$ cat config.mk
export PLATFORM = sky130hd
export DESIGN_NAME = seq_shifter
export DESIGN_NICKNAME = d
export VERILOG_FILES = /design/src/rtl/shifter_pkg.sv /design/src/rtl/shift_step.sv /design/src/rtl/seq_shifter.sv
export SDC_FILE = /design/constraint.sdc
export NUM_CORES = 1
export LEC_CHECK = 0
export BUFFER_PORTS_ARGS = -buffer_cell sky130_fd_sc_hd__buf_2
export CAP_MARGIN = 10
export CORE_AREA = 2 2 54 56
export DETAILED_ROUTE_END_ITERATION = 7
export DIE_AREA = 0 0 56 58
export MAX_ROUTING_LAYER = met4
export PLACE_DENSITY = 0.69
export SKIP_LAST_GASP = 1
export SLEW_MARGIN = 10
export SYNTH_ARGS = -nofsm -noshare
export SYNTH_HDL_FRONTEND = slang
export SYNTH_SLANG_ARGS = --single-unit
$ cat constraint.sdc
create_clock -name CLK -period 3.2 [get_ports CLK]
set_input_delay 0.16 -clock CLK [delete_from_list [all_inputs] [get_ports CLK]]
set_output_delay 0.16 -clock CLK [all_outputs]
set_load 0.02 [all_outputs]
$ cat src/rtl/shifter_pkg.sv
// Shared opcode constants, FSM state encoding and opcode legality helper
// for the sequential shifter.
package shifter_pkg;

  localparam logic [2:0] SH_ASL = 3'b000;
  localparam logic [2:0] SH_ASR = 3'b001;
  localparam logic [2:0] SH_LSL = 3'b010;
  localparam logic [2:0] SH_LSR = 3'b011;
  localparam logic [2:0] SH_ROL = 3'b100;
  localparam logic [2:0] SH_ROR = 3'b101;

  typedef enum logic [1:0] {
    ST_IDLE  = 2'b00,
    ST_SHIFT = 2'b01,
    ST_FIN   = 2'b10
  } state_t;

  function automatic logic op_legal(input logic [2:0] op);
    return (op <= SH_ROR);
  endfunction

endpackage

$ cat src/rtl/shift_step.sv
// One combinational 1-bit step of a shift or rotate, with the bit shifted
// out and a flag telling whether the MSB changed across the step.
module shift_step
  import shifter_pkg::*;
#(
  parameter int NBITS = 8
) (
  input  logic [NBITS-1:0] q_i,
  input  logic [2:0]       op_i,
  output logic [NBITS-1:0] q_o,
  output logic             c_o,
  output logic             sgn_chg_o
);

  always_comb begin
    q_o = q_i;
    c_o = 1'b0;
    case (op_i)
      SH_ASL, SH_LSL: begin
        q_o = {q_i[NBITS-2:0], 1'b0};
        c_o = q_i[NBITS-1];
      end
      SH_ASR: begin
        q_o = {q_i[NBITS-1], q_i[NBITS-1:1]};
        c_o = q_i[0];
      end
      SH_LSR: begin
        q_o = {1'b0, q_i[NBITS-1:1]};
        c_o = q_i[0];
      end
      SH_ROL: begin
        q_o = {q_i[NBITS-2:0], q_i[NBITS-1]};
        c_o = q_i[NBITS-1];
      end
      SH_ROR: begin
        q_o = {q_i[0], q_i[NBITS-1:1]};
        c_o = q_i[0];
      end
      default: begin
        q_o = q_i;
        c_o = 1'b0;
      end
    endcase
  end

  assign sgn_chg_o = q_o[NBITS-1] ^ q_i[NBITS-1];

endmodule

$ cat src/rtl/seq_shifter.sv
// Multi-cycle shifter: accepts an operation in IDLE, applies one bit per
// cycle in SHIFT, and pulses DONE for one cycle in FIN.
module seq_shifter
  import shifter_pkg::*;
#(
  parameter int NBITS = 8,
  parameter int AMTW  = 4
) (
  input  logic             CLK,
  input  logic             RST_N,
  input  logic             START,
  input  logic [NBITS-1:0] A,
  input  logic [2:0]       OpCode,
  input  logic [AMTW-1:0]  AMT,
  output logic [NBITS-1:0] Q,
  output logic             C,
  output logic             V,
  output logic             BUSY,
  output logic             DONE
);

  state_t           state_q, state_d;
  logic [NBITS-1:0] q_q, q_d;
  logic             c_q, c_d;
  logic             v_q, v_d;
  logic [AMTW-1:0]  cnt_q, cnt_d;
  logic [2:0]       op_q, op_d;

  logic [NBITS-1:0] step_q;
  logic             step_c;
  logic             step_sgn;

  shift_step #(
    .NBITS(NBITS)
  ) u_step (
    .q_i      (q_q),
    .op_i     (op_q),
    .q_o      (step_q),
    .c_o      (step_c),
    .sgn_chg_o(step_sgn)
  );

  always_comb begin
    state_d = state_q;
    q_d     = q_q;
    c_d     = c_q;
    v_d     = v_q;
    cnt_d   = cnt_q;
    op_d    = op_q;
    case (state_q)
      ST_IDLE: begin
        if (START) begin
          c_d     = 1'b0;
          v_d     = 1'b0;
          op_d    = OpCode;
          cnt_d   = '0;
          state_d = ST_FIN;
          if (!op_legal(OpCode)) begin
            q_d = '0;
          end else begin
            q_d = A;
            if (AMT != '0) begin
              cnt_d   = AMT;
              state_d = ST_SHIFT;
            end
          end
        end
      end
      ST_SHIFT: begin
        q_d   = step_q;
        c_d   = step_c;
        cnt_d = cnt_q - AMTW'(1);
        // V is sticky: only ever set here, cleared on the next accepted START.
        if (op_q == SH_ASL && step_sgn) begin
          v_d = 1'b1;
        end
        if (cnt_q == AMTW'(1)) begin
          state_d = ST_FIN;
        end
      end
      ST_FIN: begin
        state_d = ST_IDLE;
      end
      default: begin
        state_d = ST_IDLE;
      end
    endcase
  end

  always_ff @(posedge CLK or negedge RST_N) begin
    if (!RST_N) begin
      state_q <= ST_IDLE;
      q_q     <= '0;
      c_q     <= 1'b0;
      v_q     <= 1'b0;
      cnt_q   <= '0;
      op_q    <= SH_ASL;
    end else begin
      state_q <= state_d;
      q_q     <= q_d;
      c_q     <= c_d;
      v_q     <= v_d;
      cnt_q   <= cnt_d;
      op_q    <= op_d;
    end
  end

  assign Q    = q_q;
  assign C    = c_q;
  assign V    = v_q;
  assign BUSY = (state_q == ST_SHIFT);
  assign DONE = (state_q == ST_FIN);

endmodule

-- Yosys cells after proc, flatten, opt, wreduce, memory -nomap -nowiden
Cells that the tools add are included.
- register bits: 19
- input port bits: 18
- output and inout bits: 12
- word-level logic and storage cells: 53
- add/subtract/negate cells: 1
- order comparisons: 1
- equal/unequal tests: 12
- mux-type cells: 18
- bitwise operators: 1
- reductions and logical operators: 13
- operator list (kind ; count):
    8-bit one-hot mux with 5 select lines ; 1
    8-bit 2-to-1 mux ; 2
    8-bit one-hot mux with 2 select lines ; 1
    4-bit 2-to-1 mux ; 3
    2-bit 2-to-1 mux ; 4
    4-bit one-hot mux with 2 select lines ; 1
    3-bit by 2-bit == test with 1-bit output, second input constant ; 2
    3-bit == test, second input constant ; 2
    6-bit by 1-bit inequality test with 1-bit output, second input constant ; 1
    1-bit one-hot mux with 2 select lines ; 3
    2-bit AND reduction ; 3
    3-bit AND reduction ; 2
    3-bit OR reduction ; 2
    4-bit by 1-bit == test with 1-bit output, second input constant ; 1
    2-bit by 1-bit inequality test with 1-bit output, second input constant ; 2
    2-bit one-hot mux with 2 select lines ; 1
    4-bit nonzero test ; 1
    4-bit by 1-bit subtractor with 4-bit output, second input constant ; 1
    3-bit by 1-bit == test with 1-bit output, second input constant ; 1
    3-bit less-or-equal comparator, second input constant ; 1
    3-bit logical NOT ; 1
    2-bit by 1-bit == test with 1-bit output, second input constant ; 1
    2-bit == test, second input constant ; 1
    2-bit logical NOT ; 1
    6 further kinds ; 7

-- Longest topological paths before layout
Gate-level depths: netlist of the first run.
- depth after elaboration: 7
- mapped depth: 6
- depth with buffers taken out: 4

-- Cells and area by module
Synthesis of the first run repeated with hierarchy kept, for this count alone.
- cells, all modules: 139
- area, all modules: 1282.5 um^2
- modules (own cells, without submodules) (module ; instances ; cells an instance ; area an instance (um^2) ; seq. area each (um^2)):
    seq_shifter ; 1 ; 96 ; 984.7 ; 475.5
    shift_step ; 1 ; 43 ; 297.8 ; 0.0

-- Worst setup path before layout of the first run
No wires, ideal clock.
- kind: register to register
- start point: register state_q[0]
- end point: register op_q[0]
- setup time: 0.125 ns
- arrival: 1.191 ns
- data required time: 3.075 ns
- path slack: 1.884 ns
- cell stages (with the launch flop): 4
- buffers on the path: 1
- clock period less this slack: 1.316 ns
- cell sequence: dfrtp_1 -> buf_2 -> nor3b_4 -> mux2_2
- cells in the longest elaborated chain, start to end: 2
- ends and longest elaborated chain (item ; RTL line ; text):
    start: declaration ; seq_shifter.sv:22 ; state_t state_q, state_d;
    start signal: assignment ; seq_shifter.sv:99 ; state_q <= state_d;
    2-bit logical NOT ; seq_shifter.sv:50 ; case (state_q)
    2-bit AND reduction (no source line) ; -- ;
    end signal: assignment ; seq_shifter.sv:104 ; op_q <= op_d;
    end: declaration ; seq_shifter.sv:27 ; logic [2:0] op_q, op_d;
Every way passes these cells.
A chain may end at the register's enable or synchronous reset.

-- Worst setup path after layout of the first run
- start point: register state_q[1]
- end point: output BUSY
- cells in the longest elaborated chain, start to end: 1
- ends and longest elaborated chain (item ; RTL line ; text):
    2-bit by 1-bit == test with 1-bit output ; seq_shifter.sv:111 ; assign BUSY = (state_q == ST_SHIFT);
    end: declaration ; seq_shifter.sv:18 ; output logic BUSY,
Every way passes these cells.

==> flow_summary.toml, run 1 <==
[finish]
core_utilization_of_the_finished_layout = 0.497
n_antenna_cell = 0
finish.cell_count_without_fillers = 176
post_route_cells_drive_above_1_share = 0.310
nets = 166
areaGrowthSynthToFinish_pct = 13.9
postLayoutCellArea_um2 = 1320

[setup_path]
critical_setup_path_kind = "reg -> out"
rr_endpoint = "cnt_q[2]$_DFFE_PN0P_"
worst_r2r_path_depth = 4
data_arrival_time_of_the_worst_path_ns = 1.85
r2r_slack_ns = 1.40
critPathLaunchType = "flop"
critical_path_required_ns = 3.04
r2r-start = "state_q[1]$_DFFE_PN0P_"
crit_fanout = 14
critPathCaptureType = "primary output"

[sta]
layout_worst_path_cycle_share = 0.627
finalCriticalPeriod_ns = 2.01
minimum_hold_slack_ns = 0.0904
setup_slack_ns = 1.19
rsz_0062_raised_after_global_routing = "no"
peak_freq_ghz = 0.498
timing_worst_slew_pin_value_ns = 0.503
clock_skew_ns = 0.000582
timing.max_slew.rel_slack = 0.664
report.final.setup_viol = 0
hold_viol_final = 0
timing.final.max_slew_violations = 0
final.setup.tns_ns = 0

[power]
seqPwrFrac = 0.393
power_switching_share = 0.468
power_report.internal_total_mw = 0.712
total_power_after_layout_mw = 1.34
peakVddDrop_mv = 0.582
comb_power_share = 0.518
power-per-cell-area_nw_per_um2 = 1010
power_switching_mw = 0.627
part_of_the_total_power_dissipated_in_the_clock_network = 0.089
standby_leakage_power_nw = 0.590

[clock_tree]
tritoncts = "yes"
cts_made_buffers = 3
worstSkewPairLatency_ns = 0.29
htree_levels = 1
number_of_clock_sinks = 19
clock-root-buffer = "clkbuf_4"
cts_buffer_depth = 2
cts.reportedPaths.clkPinSlew_ns = 0.11

[routing]
drc_errors = 0
routed-via-count = 1042
via_per_inst = 5.92
initial_drt_markers = 23
detail-route-antenna-nets = 0
drt-total-wl_um = 2680
wl_per_cell_um = 15.2
drt_pre_antenna_iters = 4

[synthesis]
synthesis.nets = 139
postSynthCellCount = 119
yosys.area.top_type_share = 0.409
synth.avg_cell_area_um2 = 9.76
synth_enable_flop_cells = 0
async_flop_share = 1.00
synth_seq_cells = 19
post-synth-top-count-cell = "dfrtp_1"
ys_top_cells_by_area = "dfrtp_1 (41%), mux2_2 (8.7%), nand3_1 (6.9%), a21oi_1 (4.3%), a31oi_1 (3.8%)"
synth-seq-area-share = 0.409
postSynth.topFlopCell = "dfrtp_1"
syn-cell-area_um2 = 1160
synth_cell_count_leaders = "dfrtp_1 (19), nand3_1 (16), a21oi_1 (10)"
yosys_warnings = 0
cell_type_with_the_highest_aggregate_area_in_the_netlist = "dfrtp_1"
post_synth_num_cell_types = 37

[floorplanning]
initial_core_util = 0.436
placementRows = 19
num_io_pins = 30
fp.dieArea_um2 = 3250
die_h_um = 58
die_width_um = 56
core_area_um2 = 2660

[global_routing]
track_usage = 0.177
grt_pass1_vias = 955
overflow = 0
maximum_number_of_pins_on_one_net_before_global_route_repair = 20
initial_antenna_violation_count = 0
grt_first_pass_wirelength_um = 4430

[outcome]
run_status = "complete, no violations"

[worst_hold_path]
whs_path_depth = 2
min-delay-start = "OpCode[0]"
worstHoldPathType = "in -> reg"
worst_hold_path.endpoint = "op_q[0]$_DFFE_PN0P_"

[placed_design]
pre_cts_slack_ns = 1.42
detailedPlacementHpwl_um = 1950
detailed_place.area_um2 = 1280
port_buffers = 29
gp_congestion = 0.797
dp.cells = 171

[flow_run]
max_cap_viol_count = 0
==> critical path: stages, from the launching register on <==
cell and delay [ns]:
dfrtp_1 0.47, nand2b_1 0.39, inv_1 0.44, buf_2 0.25
==> worst max path at each step <==
stage | from | to | slack (ns) | cells after the start
after floorplan | state_q[0]$_DFFE_PN0P_ | op_q[0]$_DFFE_PN0P_ | 1.88 | 3
after global placement | state_q[1]$_DFFE_PN0P_ | cnt_q[2]$_DFFE_PN0P_ | 1.55 | 4
after detailed placement | state_q[1]$_DFFE_PN0P_ | cnt_q[2]$_DFFE_PN0P_ | 1.42 | 4
after CTS | state_q[0]$_DFFE_PN0P_ | BUSY | 1.22 | 3
after global routing | state_q[0]$_DFFE_PN0P_ | BUSY | 1.06 | 3
final | state_q[1]$_DFFE_PN0P_ | BUSY | 1.19 | 3
==> what timing repair did <==
action | 4_1_cts | 5_1_grt
hold buffers | 1 | 0
setup buffers | 0 | 0
gates resized for setup | 0 | 0
endpoints found under the hold margin | 19 | 0
==> layout make-up <==
| type | count | area (um2) |
|---|---|---|
| Inverter | 6 | 22.5 |
| Multi-Input combinational cell | 86 | 603 |
| Clock buffer | 3 | 22.5 |
| Tap cell | 31 | 38.8 |
| Clock inverter | 1 | 5.00 |
| Fill cell | 279 | 1340 |
| Sequential cell | 19 | 475 |
| Timing Repair Buffer | 30 | 155 |
==> layout by cell type, fill, tap and decap left out, types with 6 or more instances in the layout <==
cell	instances
a21oi_1	10
buf_2	29
o21ai_0	7
mux2_2	9
nand3_1	16
dfrtp_1	19
inv_1	6
a31oi_1	7
==> power groups by stage <==
stage          sequential, mW  combinational [mW]  clock (mW)
2_1_floorplan           0.533               0.538           0
3_3_place_gp            0.521               0.678           0
3_5_place_dp            0.528               0.691           0
4_1_cts                 0.523               0.696       0.127
5_1_grt                 0.547               0.762       0.133
6_report                0.526               0.694       0.120
==> cell families (layout without fill, tap and decap cells) <==
family | count (synthesis) | count (layout) | synth area share
DFF | 19 | 19 | 0.409
adders and majority gates | 2 | 2 | 0.0215
buffers and inverters | 14 | 40 | 0.0711
muxes | 10 | 10 | 0.0959
AOI/OAI and AO/OA | 39 | 39 | 0.222
and+or+nand+nor | 35 | 35 | 0.180
==> state kept, by name (all words and copies together) (netlist names) <==
register and cells:
cnt_q 4, Q 8, V 1, op_q 3, state_q 2, C 1
==> per-layer routing <==
layer / GRT usage / vias up / routed length [um]
met5: - / - / 0
met4: 0.0408 / 0 / 21
met3: 0.0246 / 4 / 129
met2: 0.291 / 33 / 1300
met1: 0.235 / 498 / 1230
li1: - / 507 / -
Note: power is estimated with default switching activity, not from simulation.
==> inputs of run 2 (changes only) <==
PLACE_DENSITY = 0.72   (was 0.69)
clock period = 1.8 ns   (was 3.2 ns; I/O delays follow)
==> run 2 against run 1 <==
Clock power up 90%. Via count up 1.8%. Cell area up 0.47%. Hold slack worse by 0.069 ns. Combinational power up 80%. Count of clock-buffer cells in the layout up 1. Routed wire length up 1.5%. Core utilization up 0.23 points. Non-clock buffer count up 1. Critical path type unchanged.
==> flow_summary.toml, run 2 (synthesis results as in run 1) <==
[outcome]
run_status = "complete, no violations"

[clock_tree]
number_of_clock_sinks = 19
cts_made_buffers = 3
cts_buffer_depth = 2
htree_levels = 1
worstSkewPairLatency_ns = 0.31
tritoncts = "yes"
clock-root-buffer = "clkbuf_4"
cts.reportedPaths.clkPinSlew_ns = 0.11

[sta]
hold_viol_final = 0
timing.max_slew.rel_slack = 0.678
finalCriticalPeriod_ns = 1.61
timing.final.max_slew_violations = 0
rsz_0062_raised_after_global_routing = "no"
peak_freq_ghz = 0.620
timing_worst_slew_pin_value_ns = 0.482
clock_skew_ns = 0.00521
final.setup.tns_ns = 0
report.final.setup_viol = 0
layout_worst_path_cycle_share = 0.896

[power]
peakVddDrop_mv = 0.787
part_of_the_total_power_dissipated_in_the_clock_network = 0.095
standby_leakage_power_nw = 0.592
seqPwrFrac = 0.386
power_switching_share = 0.466
power_switching_mw = 1.12
power_report.internal_total_mw = 1.28
comb_power_share = 0.519
power-per-cell-area_nw_per_um2 = 1810

[finish]
post_route_cells_drive_above_1_share = 0.308
largest_register_ff_count = 8
n_antenna_cell = 0
postLayoutCellArea_um2 = 1330
final_common_cell = "buf_2"
nets = 167
areaGrowthSynthToFinish_pct = 14.4
final_cell_mix = "buf_2 (29), dfrtp_1 (19), nand3_1 (16)"

[placed_design]
port_buffers = 29
detailedPlacementHpwl_um = 1970
gp_congestion = 0.806
detailed_place.area_um2 = 1290

[routing]
drt-total-wl_um = 2720
drt_pre_antenna_iters = 4
detail-route-antenna-nets = 0
drc_errors = 0
initial_drt_markers = 31
routed-via-count = 1061
via_per_inst = 5.99
wl_per_cell_um = 15.4

[setup_path]
delay_contributed_by_the_slowest_stage_of_the_critical_path_ns = 0.46
cp_startpoint = "state_q[1]$_DFFE_PN0P_"
critical-path-slowest-cell = "dfrtp_1"
critPathLaunchType = "flop"
critPathCaptureType = "primary output"
r2r-start = "state_q[1]$_DFFE_PN0P_"
crit_fanout = 14
critical_setup_path_kind = "reg -> out"
data_arrival_time_of_the_worst_path_ns = 1.52
crit_path_cell_trace = "nand2b_1, inv_1, buf_2"
critical_path_required_ns = 1.71

[global_routing]
grt_first_pass_wirelength_um = 4640
maximum_number_of_pins_on_one_net_before_global_route_repair = 20
track_usage = 0.187
grt_pass1_vias = 958
overflow = 0
initial_antenna_violation_count = 0

[worst_hold_path]
worstHoldPathType = "in -> reg"
min-delay-start = "OpCode[0]"

[floorplanning]
core_area_um2 = 2660
initial_core_util = 0.436
die_width_um = 56
num_io_pins = 30
fp.dieArea_um2 = 3250
placementRows = 19
die_h_um = 58

[flow_run]
max_cap_viol_count = 0
-- run 2: cell count changes in the layout (fill, tap and decap cells not counted), sizes merged --
| cell | previous run | this run |
|---|---|---|
| clkbuf | 3 | 4 |
| buf | 29 | 30 |
| clkinv | 1 | 0 |
-- run 2: stage by stage --
step	setup WS (ns)	util	hold WS, ns	cells	power [mW]
after floorplan	0.484	-	-0.206	119	1.90
after global placement	0.385	0.485	0.0524	172	2.15
after detailed placement	0.335	0.485	0.0576	172	2.19
after CTS	0.183	0.499	0.0254	177	2.42
after global routing	0.0688	0.499	0.0131	177	2.60
final	0.187	0.499	0.0218	177	2.40
-- run 2: layout make-up --
cell class                      instances  area [um2]
Fill cell                             260        1330
Multi-Input combinational cell         86         603
Sequential cell                        19         475
Timing Repair Buffer                   31         163
Tap cell                               31        38.8
Clock buffer                            4        26.3
Inverter                                6        22.5
-- run 2: path summary, 6_finish.rpt --
kind,to,slack (ns),cells past startpoint
max in group asynchronous,state_q[1]$_DFFE_PN0P_,1.23,2
hold / removal,op_q[0]$_DFFE_PN0P_,0.02,2
min in group asynchronous,Q[2]$_DFFE_PN0P_,0.25,2
hold reg to reg,C$_DFFE_PN0P_,0.51,1
setup reg to reg,cnt_q[2]$_DFFE_PN0P_,0.32,4
setup / recovery,BUSY,0.19,3
-- run 2: routing by layer --
layer | wire length, um | track usage | share of wire | up-vias
li1 | - | - | - | 502
met1 | 1190 | 0.242 | 0.44 | 520
met2 | 1340 | 0.294 | 0.49 | 33
met3 | 146 | 0.0268 | 0.054 | 6
met4 | 48 | 0.0816 | 0.018 | 0
met5 | 0 | - | 0 | -
-- run 2: what timing repair did --
item                                    CTS  global route
gates resized for setup                   0             0
buffers inserted                          0             0
endpoints found under the setup margin    0             0
hold buffers                              1             0
endpoints found under the hold margin    19             0
-- run 2: power groups by stage --
stage	Clock [mW]	Sequential (mW)	Combinational (mW)
6_report	0.228	0.926	1.25
5_1_grt	0.253	0.964	1.38
4_1_cts	0.231	0.924	1.26
3_5_place_dp	0	0.936	1.26
3_3_place_gp	0	0.928	1.23
2_1_floorplan	0	0.947	0.956
-- run 2: worst max-delay path: cells and delay by family (launching register included) --
| family | cells | cell delay (ns) |
|---|---|---|
| and+or+nand+nor | 1 | 0.18 |
| buffers and inverters | 2 | 0.57 |
| DFF | 1 | 0.46 |
==> inputs of run 3 (changes only) <==
ABC_AREA = 1   (was unset)
GPL_ROUTABILITY_DRIVEN = 0   (was unset)
==> run 3 against run 2 <==
Global-route usage fell by 0.45 points. Non-clock buffer count grew 1. Power rose by 5.4%. Critical path depth increased by 1. Largest cell class unchanged. Core utilization up 2.2 points. Count of clock-buffer cells in the layout is the same. Largest power group unchanged. Worst setup slack better by 0.24 ns. Cell area grew 4.4%.
==> flow_summary.toml, run 3 <==
[clock_tree]
cts_buffer_depth = 2
cts_made_buffers = 3
worstSkewPairLatency_ns = 0.30
htree_levels = 1
tritoncts = "yes"
post-cts-setup-buffers = 0
clock-root-buffer = "clkbuf_4"
number_of_clock_sinks = 19
cts.reportedPaths.clkPinSlew_ns = 0.11

[synthesis]
synth_enable_flop_cells = 0
yosys.area.top_type_share = 0.404
syn-cell-area_um2 = 1180
postSynth.topFlopCell = "dfrtp_1"
post-synth-top-count-cell = "nand2_1"
synthesis.nets = 186
async_flop_share = 1.00
synth-seq-area-share = 0.404
postSynthCellCount = 166
ys_top_cells_by_area = "dfrtp_1 (40%), nand2_1 (21%), nand3_1 (9.8%), nor2_1 (3.5%), o21ai_0 (3.4%)"
yosys_warnings = 0
synth_seq_cells = 19
synth.avg_cell_area_um2 = 7.09
cell_type_with_the_highest_aggregate_area_in_the_netlist = "dfrtp_1"
post_synth_num_cell_types = 22
synth_cell_count_leaders = "nand2_1 (67), nand3_1 (23), dfrtp_1 (19)"

[floorplanning]
initial_core_util = 0.442
die_width_um = 56
die_h_um = 58
core_area_um2 = 2660
num_io_pins = 30
placementRows = 19
fp.dieArea_um2 = 3250

[power]
peakVddDrop_mv = 0.954
power_report.internal_total_mw = 1.22
part_of_the_total_power_dissipated_in_the_clock_network = 0.091
power_switching_mw = 1.31
power-per-cell-area_nw_per_um2 = 1820
comb_power_share = 0.568
power_switching_share = 0.518
standby_leakage_power_nw = 0.771
total_power_after_layout_mw = 2.53
seqPwrFrac = 0.341

[placed_design]
detailedPlacementHpwl_um = 2070
port_buffers = 29

[sta]
final.setup.tns_ns = 0
timing.max_slew.rel_slack = 0.707
clock_skew_ns = 0.00267
hold_viol_final = 0
report.final.setup_viol = 0
rsz_0062_raised_after_global_routing = "no"
layout_worst_path_cycle_share = 0.764
timing_worst_slew_pin_value_ns = 0.440
peak_freq_ghz = 0.728
timing.final.max_slew_violations = 0
finalCriticalPeriod_ns = 1.37

[routing]
drc_errors = 0
initial_drt_markers = 39
routed-via-count = 1175
via_per_inst = 5.11
drt-total-wl_um = 2730
detail-route-antenna-nets = 0
maxUsedRoutingLayer = "met4"
wl_per_cell_um = 11.9
met3_routed_length_um = 107
m1WireLength_um = 1220
drt_pre_antenna_iters = 4
met2RoutedLength_um = 1360

[setup_path]
delay_contributed_by_the_slowest_stage_of_the_critical_path_ns = 0.39
r2r_slack_ns = 0.50
worst_r2r_path_depth = 8
critPathCaptureType = "primary output"
critPathLaunchType = "flop"
data_arrival_time_of_the_worst_path_ns = 1.28
rr_endpoint = "Q[6]$_DFFE_PN0P_"
crit_fanout = 16
critical-path-slowest-cell = "dfrtp_1"
cp_startpoint = "state_q[1]$_DFFE_PN0P_"
worst_setup_path_endpoint = "BUSY"
r2r-start = "state_q[1]$_DFFE_PN0P_"
crit_path_cell_trace = "inv_2, nand2_4, inv_4, buf_2"
critical_path_required_ns = 1.71
critical_setup_path_kind = "reg -> out"

[finish]
final_cell_mix = "nand2_1 (67), buf_2 (29), nand3_1 (23)"
final.fill_count = 280
n_antenna_cell = 0
post_route_cells_drive_above_1_share = 0.236
final_common_cell = "nand2_1"
largest_register_ff_count = 8
nets = 220
areaGrowthSynthToFinish_pct = 17.9

[global_routing]
initial_antenna_violation_count = 0
track_usage = 0.182
grt_first_pass_wirelength_um = 4570
overflow = 0
grt_pass1_vias = 1059
maximum_number_of_pins_on_one_net_before_global_route_repair = 20

[worst_hold_path]
worstHoldPathType = "in -> reg"

[flow_run]
max_cap_viol_count = 0

[outcome]
run_status = "complete, no violations"
-- run 3: cell types whose count changed after synthesis, sizes merged, moves of 3 or more --
| cell | before | now |
|---|---|---|
| a31oi | 8 | 0 |
| buf | 7 | 3 |
| nand2b | 3 | 0 |
| inv | 6 | 16 |
| nor2 | 1 | 12 |
| nor3 | 3 | 0 |
| nand3 | 16 | 25 |
| mux2 | 9 | 0 |
| a32oi | 3 | 0 |
| nand2 | 3 | 72 |
| a21oi | 10 | 3 |
-- run 3: power by group through the flow --
| stage | clock, mW | sequential [mW] | combinational (mW) |
|---|---|---|---|
| 4_1_cts | 0.230 | 0.858 | 1.45 |
| 6_report | 0.231 | 0.862 | 1.44 |
| 3_5_place_dp | 0 | 0.865 | 1.44 |
| 3_3_place_gp | 0 | 0.860 | 1.40 |
| 5_1_grt | 0.242 | 0.888 | 1.61 |
| 2_1_floorplan | 0 | 0.950 | 1.01 |
-- run 3: logic make-up after synthesis --
logic type | synth area share
AOI/OAI and AO/OA | 0.0754
xor gates and xnor gates | 0.00744
adders and majority gates | 0.0213
buffers and inverters | 0.0786
DFF | 0.404
and+or+nand+nor | 0.413
-- run 3: what timing repair did --
| action | CTS | global route |
|---|---|---|
| hold buffers | 3 | 0 |
| resized for setup | 0 | 0 |
| hold endpoints to repair | 21 | 0 |
-- run 3: worst min-delay path by stage --
stage	start	end	slack, ns	cells past startpoint
floorplan	RST_N	C$_DFFE_PN0P_	-0.21	0
finish	OpCode[2]	op_q[2]$_DFFE_PN0P_	0.006	3
global route	OpCode[2]	op_q[2]$_DFFE_PN0P_	0.008	3
CTS	OpCode[2]	op_q[2]$_DFFE_PN0P_	0.008	3
global placement	RST_N	op_q[2]$_DFFE_PN0P_	0.06	1
detailed placement	RST_N	op_q[2]$_DFFE_PN0P_	0.06	1
-- run 3: area by class of cell --
type | instances | area [um2] | area share
tap | 31 | 38.8 | 0.0280
sequential | 19 | 475 | 0.343
inverter | 16 | 62.6 | 0.0451
timing repair buffer | 32 | 175 | 0.126
clock buffer | 4 | 26.3 | 0.0189
multi-input combinational | 128 | 609 | 0.439
-- run 3: layer usage --
layer | global-route usage | up-vias
li1 | - | 593
met1 | 0.224 | 549
met2 | 0.314 | 28
met3 | 0.0223 | 5
met4 | 0.0612 | 0
met5 | - | -
-- run 3: critical path, delay by kind of cell (launching register included) --
family	cells	cell delay, ns
buf+inv	3	0.45
flops	1	0.39
simple gates	1	0.13
-- run 3: metrics by stage --
stage	setup WS, ns	cell area (um2)	hold slack [ns]	instances	utilization
2_1_floorplan	0.681	1180	-0.206	166	-
3_3_place_gp	0.561	1330	0.0604	223	0.500
3_5_place_dp	0.517	1330	0.0643	223	0.500
4_1_cts	0.430	1390	0.00760	230	0.521
5_1_grt	0.359	1390	0.00764	230	0.521
6_report	0.426	1390	0.00579	230	0.521
